$ cat src/rtl/controlador_divisao.sv
// Restoring divider controller: W_DIV-bit dividend by a 4-bit divisor, one quotient bit per cycle.
// The subtractor lives outside this block on the sub_* ports; this block only sequences it.
module controlador_divisao #(
  parameter int W_DIV = 8
) (
  input  logic             clk,
  input  logic             rst_n,
  input  logic             inicio,
  input  logic [W_DIV-1:0] dividendo,
  input  logic [3:0]       divisor,
  output logic             ocupado,
  output logic             pronto,
  output logic [W_DIV-1:0] quociente,
  output logic [3:0]       resto,
  output logic             erro_div0,
  output logic [4:0]       sub_a,
  output logic [3:0]       sub_b,
  output logic             sub_modo,
  output logic             sub_cin,
  input  logic [4:0]       sub_s,
  input  logic             sub_cout,
  output logic [1:0]       estado
);

  localparam int CW = (W_DIV > 2) ? $clog2(W_DIV) : 1;
  localparam logic [CW-1:0] LAST = CW'(W_DIV - 1);

  typedef enum logic [1:0] {
    OCIOSO  = 2'd0,
    CALCULA = 2'd1,
    CONCLUI = 2'd2
  } estado_t;

  estado_t          state;
  logic [3:0]       rem_reg;
  logic [W_DIV-1:0] q_reg;
  logic [3:0]       div_reg;
  logic [CW-1:0]    contador;
  logic             err_reg;
  logic             sub_s_unused;

  // Operands come straight from registers so the adder path starts at a flop.
  assign sub_a        = {rem_reg, q_reg[W_DIV-1]};
  assign sub_b        = div_reg;
  assign sub_modo     = 1'b1;
  assign sub_cin      = 1'b1;
  assign sub_s_unused = sub_s[4];
  assign estado       = state;

  always_ff @(posedge clk or negedge rst_n) begin
    if (!rst_n) begin
      state     <= OCIOSO;
      ocupado   <= 1'b0;
      pronto    <= 1'b0;
      quociente <= '0;
      resto     <= '0;
      erro_div0 <= 1'b0;
      rem_reg   <= '0;
      q_reg     <= '0;
      div_reg   <= '0;
      contador  <= '0;
      err_reg   <= 1'b0;
    end else begin
      case (state)
        OCIOSO: begin
          pronto <= 1'b0;
          if (inicio) begin
            ocupado <= 1'b1;
            if (divisor != 4'd0) begin
              q_reg    <= dividendo;
              rem_reg  <= '0;
              div_reg  <= divisor;
              contador <= '0;
              err_reg  <= 1'b0;
              state    <= CALCULA;
            end else begin
              // Divide by zero skips the iterations and reports all-ones.
              err_reg <= 1'b1;
              q_reg   <= '1;
              rem_reg <= '0;
              state   <= CONCLUI;
            end
          end else begin
            ocupado <= 1'b0;
          end
        end
        CALCULA: begin
          ocupado  <= 1'b1;
          pronto   <= 1'b0;
          rem_reg  <= sub_cout ? sub_s[3:0] : sub_a[3:0];
          q_reg    <= {q_reg[W_DIV-2:0], sub_cout};
          contador <= contador + 1'b1;
          if (contador == LAST) state <= CONCLUI;
        end
        CONCLUI: begin
          quociente <= q_reg;
          resto     <= rem_reg;
          erro_div0 <= err_reg;
          pronto    <= 1'b1;
          ocupado   <= 1'b0;
          state     <= OCIOSO;
        end
        default: begin
          ocupado <= 1'b0;
          pronto  <= 1'b0;
          state   <= OCIOSO;
        end
      endcase
    end
  end

endmodule

$ cat config.mk
export PLATFORM = sky130hd
export DESIGN_NAME = controlador_divisao
export DESIGN_NICKNAME = d
export VERILOG_FILES = /design/src/rtl/controlador_divisao.sv
export SDC_FILE = /design/constraint.sdc
export NUM_CORES = 1
export LEC_CHECK = 0
export BUFFER_PORTS_ARGS = -buffer_cell sky130_fd_sc_hd__buf_2
export CELL_PAD_IN_SITES_DETAIL_PLACEMENT = 1
export CELL_PAD_IN_SITES_GLOBAL_PLACEMENT = 1
export CORE_MARGIN = 3
export CORE_UTILIZATION = 43
export CTS_BUF_LIST = sky130_fd_sc_hd__clkbuf_4 sky130_fd_sc_hd__clkbuf_8 sky130_fd_sc_hd__clkbuf_16
export DETAILED_ROUTE_END_ITERATION = 10
export PLACE_DENSITY_LB_ADDON = 0.1
export SYNTH_ARGS = -nofsm -noshare
export SYNTH_HDL_FRONTEND = slang
export SYNTH_SLANG_ARGS = --single-unit
$ cat constraint.sdc
create_clock -name clk -period 2.3 [get_ports clk]
set_input_delay 0.46 -clock clk [delete_from_list [all_inputs] [get_ports clk]]
set_output_delay 0.46 -clock clk [all_outputs]
set_load 0.005 [all_outputs]
Word-level counts from Yosys, hierarchy flattened

Index checks and enable logic that the tools add are counted.
W data, S select, Z words.

Flip-flop bits (word level): 37
Input port bits: 21
Output and inout port bits: 28
Word-level logic and storage cells: 43

Add/sub/neg operators: 1
Equal/unequal tests: 6
Muxes and demuxes: 17
Reduce and logical (&&, ||, !) cells: 8

Operators by type and width:

| operator              | count |
|---|---|
| $mux W8               | 2 |
| $pmux W8 S2           | 1 |
| $mux W4               | 2 |
| $pmux W4 S2           | 1 |
| $mux W2               | 3 |
| $mux W3               | 2 |
| $ne A2 B2 Y1 const B  | 3 |
| $pmux W3 S2           | 1 |
| $reduce_and A2 Y1     | 3 |
| $reduce_and A3 Y1     | 2 |
| $pmux W2 S2           | 1 |
| $reduce_bool A4 Y1    | 1 |
| $add A3 B1 Y3 const B | 1 |
| $eq A3 B3 Y1 const B  | 1 |
| $mux W1               | 3 |
| $eq A2 B1 Y1 const B  | 1 |
| $eq A2 B2 Y1 const B  | 1 |
| $logic_not A2 Y1      | 1 |
| $pmux W1 S2           | 1 |
| $reduce_bool A2 Y1    | 1 |

Logic depth before layout (Yosys ltp)

Depth in word-level cells: 4
Gate-level depth with buffers: 5
Depth with buffers taken out: 4

Worst setup path before layout

Ideal clock, no wire load.

Kind: input-to-reg
Start: in divisor[1]
End: reg contador[0]
Setup time: 82 ps
Arrival: 1,431 ps
Data required time: 2,218 ps
Slack: 787 ps
Stages on the path: 4
Path buffers: 1
Path through: or4_4 -> buf_6 -> a21o_1 -> a31oi_1

Word-level cells in the longest chain between the ends: 3

RTL lines:

| what                               | line | RTL |
|---|---|---|
| start, declared                    | 10   | `input logic [3:0] divisor,` |
| $reduce_bool A4 Y1                 | 69   | `if (divisor != 4'd0) begin` |
| $ne A2 B2 Y1 (no source line)      | -    |  |
| $reduce_and A3 Y1 (no source line) | -    |  |
| end signal, assigned               | 92   | `contador <= contador + 1'b1;` |
| end, declared                      | 38   | `logic [CW-1:0] contador;` |

No other way between the ends.
A chain may end at the register's enable or synchronous reset.

Worst setup path in the final report

Start: reg state[0] (netlist: estado[0])
End: reg rem_reg[2]

Word-level cells in the longest chain between the ends: 3
Elaborated cells between the ends (all ways): 6
Those cells by class: 2 x eq/ne; 1 x mux; 3 x reduce/logical

RTL lines:

| what                                                                | line | RTL |
|---|---|---|
| start, declared                                                     | 34   | `estado_t state;` |
| start signal, assigned                                              | 52   | `state <= OCIOSO;` |
| start signal, assigned                                              | 75   | `state <= CALCULA;` |
| start signal, assigned                                              | 81   | `state <= CONCLUI;` |
| $eq A2 B1 Y1 or $logic_not A2 Y1 (tied branches)                    | 64   | `case (state)` |
| $reduce_bool A2 Y1 (no source line) or $ne A2 B2 Y1 (tied branches) | -    |  |
| $reduce_and A2 Y1 (no source line)                                  | -    |  |
| end signal, assigned                                                | 90   | `rem_reg <= sub_cout ? sub_s[3:0] : sub_a[3:0];` |
| end, declared                                                       | 35   | `logic [3:0] rem_reg;` |

Several ways; a longest one is shown, not always the timed one.

==> flow_summary.toml <==
[outcome]
status = "complete, no violations"

[cells_and_area]
antenna_cells = 0
n_fill_cell = 431
layout_common_cells = "buf_2 (45), dfrtp_1 (37), nand2_1 (17)"
syn2layout_area_growth_pct = 19.8
final_cells = 233
layout_commonest_cell = "buf_2"
nets = 207
drive_above_1_share_pct = 43.2

[global_routing]
busiest_layer = "met2"
antenna_found_initial = 0
grt_max_degree = 38
grtUsageMet1_pct = 20.9
use_met3_pct = 5.19
grt_pass1_wl_um = 5710
first_global_vias = 1225
grt.total_usage_pct = 16.6
met2_usage_pct = 27.8
grt_overflow = 0

[clock_network]
clkSinkCount = 37
cts_inserted_buffers = 5
cts_hold_buf = 0
clkTransAtPathRegs_ns = 0.07
root_buffer = "clkbuf_8"
clockBufferDepth = 2
clock_latency_ns = 0.28
htreeDepth = 2
cts_resized = 0
cts_setup_buffers = 0
cts_tree = "built"

[setup_path]
arrival_ns = 2.02
crit_buf_inv = 0
r2r_start = "estado[0]$_DFFE_PN0P_"
setup.worst_path.end_class = "flop"
cp_slowest_stage_delay_ns = 0.89
cp-start-kind = "flop"
critPathTopFamily = "compound AO/OA/AOI/OAI gates"
path_cells = "o21bai_1, nand2_1, o21ai_0"
rr_endpoint = "rem_reg[2]$_DFFE_PN0P_"
slowest_stage = "o21bai_1"
r2r.worst_path.cells = 3
crit_required_ns = 2.50
rrSetupSlack_ns = 0.48
critPathMaxFanout = 22
path_class = "reg2reg"

[timing]
slew_headroom_pct = 34.1
finalSetupViolCount = 0
timing.final.crit_share_pct = 79.0
worstMarginPinSlew_ns = 0.987
min_period_ns = 1.82
clock_skew_ns = 0.00632
rsz0062_at_grt = "false"
fin_hold_ws_ns = 0.265
slew_viol_final = 0
fin_ws_ns = 0.482
clock.fmax_ghz = 0.550
tns_ns = 0
finalHoldViolCount = 0

[worst_hold_path]
hold_path_class = "in2async"

[pwr]
ir_drop_uv = 576
p_total_uw = 2580
p_leak_uw = 0.00102
power_density_mw_per_mm2 = 1280

[yosys]
synth_cell_types = 26
avgSynthCellArea_um2 = 12.2
seq_area_frac_synth_pct = 55.0
yosys_warnings = 0
synth_seq_cells = 37
netlist_area_mm2 = 0.00168
syn-instance-count = 138

[floorplanning]
core_area_mm2 = 0.00372
row_count = 22
dieArea_mm2 = 0.00470
die_h_um = 68.6
io_pins = 49
start_util_pct = 45.3
fp.dieW_um = 68.6

[run]
drv_cap = 0

[place]
gp_congestion = 0.724
numPortBuffers = 45
place_ws_ns = 0.505
dp.final_hpwl_um = 2600
place_inst = 225

[detailed_routing]
drt_iter0_markers = 38
drc = 0
routed_wl_um = 3590
dr.pass1.iters = 4
ant_nets = 0
via_per_inst = 5.17
wl_per_cell_um = 15.4
vias = 1205
[synth_stat cells, drive strengths merged]
cell type | number | share of area, %
nand2 | 17 | 3.8
a21o | 8 | 3.6
a221oi | 7 | 6.2
mux2 | 14 | 9.4
a22o | 5 | 2.7
nor3 | 1 | 0.30
nand2b | 4 | 1.5
o21ai | 9 | 2.7
nor4 | 1 | 0.37
mux2i | 4 | 2.4
a31oi | 1 | 0.37
ha | 2 | 1.5
or4 | 1 | 0.67
nor2b | 2 | 0.74
buf | 9 | 4.5
inv | 3 | 0.67
dfrtp | 37 | 55
nor2 | 9 | 2.0
conb | 1 | 0.22
o21bai | 1 | 0.45
clkbuf | 1 | 0.22
nor3b | 1 | 0.74
[per-layer routing]
metal / wire, um / vias up
met5: 0 / -
li1: - / 576
met2: 1790 / 33
met4: 13 / 0
met1: 1580 / 594
met3: 206 / 2
[stage by stage]
| stage | util [%] | area (um^2) |
|---|---|---|
| 4_1_cts | 54.2 | 2020 |
| 6_report | 54.2 | 2020 |
| 2_1_floorplan | - | 1690 |
| 3_5_place_dp | 51.5 | 1910 |
| 3_3_place_gp | 51.5 | 1910 |
| 5_1_grt | 54.2 | 2020 |
[worst register-to-register path: stages (launching register included)]
cell and delay [ns]:
dfrtp_1 0.63, o21bai_1 0.89, nand2_1 0.13, o21ai_0 0.10
[area by class of cell]
type	instances	area [um^2]	share of cell area, %
Clock inverter	1	5.00	0.248
Multi-Input combinational cell	89	669	33.2
Timing Repair Buffer	48	248	12.3
Sequential cell	37	926	45.9
Inverter	3	11.3	0.559
Clock buffer	7	96.3	4.78
Tap cell	48	60.1	2.98
[power breakdown]
group	internal, uW	switching (uW)
combinational	504	416
sequential	945	223
clock	271	222
[kinds of logic (layout without fill, tap and decap cells)]
logic type | count (synthesis) | after routing | share of synthesized area, %
flip-flops | 37 | 37 | 55.0
AND/OR/NAND/NOR | 36 | 36 | 10.1
AO/OA/AOI/OAI | 31 | 31 | 16.0
multiplexers | 18 | 18 | 11.7
buffers and inverters | 13 | 59 | 5.43
adder cells (fa/ha/maj) | 2 | 2 | 1.49
other | 1 | 2 | 0.223
[worst max path at each step]
stage                                      from                 endpoint  slack [ns]  cells after the start
final                     estado[0]$_DFFE_PN0P_   rem_reg[2]$_DFFE_PN0P_        0.48                      3
after global routing      estado[0]$_DFFE_PN0P_   rem_reg[2]$_DFFE_PN0P_        0.27                      3
after detailed placement  estado[0]$_DFFE_PN0P_   rem_reg[2]$_DFFE_PN0P_        0.51                      3
after floorplan                      divisor[1]  contador[0]$_DFFE_PN0P_        0.79                      4
after CTS                 estado[0]$_DFFE_PN0P_   rem_reg[2]$_DFFE_PN0P_        0.45                      3
after global placement    estado[0]$_DFFE_PN0P_   rem_reg[3]$_DFFE_PN0P_        0.56                      3
(Power assumes the default switching activity.)
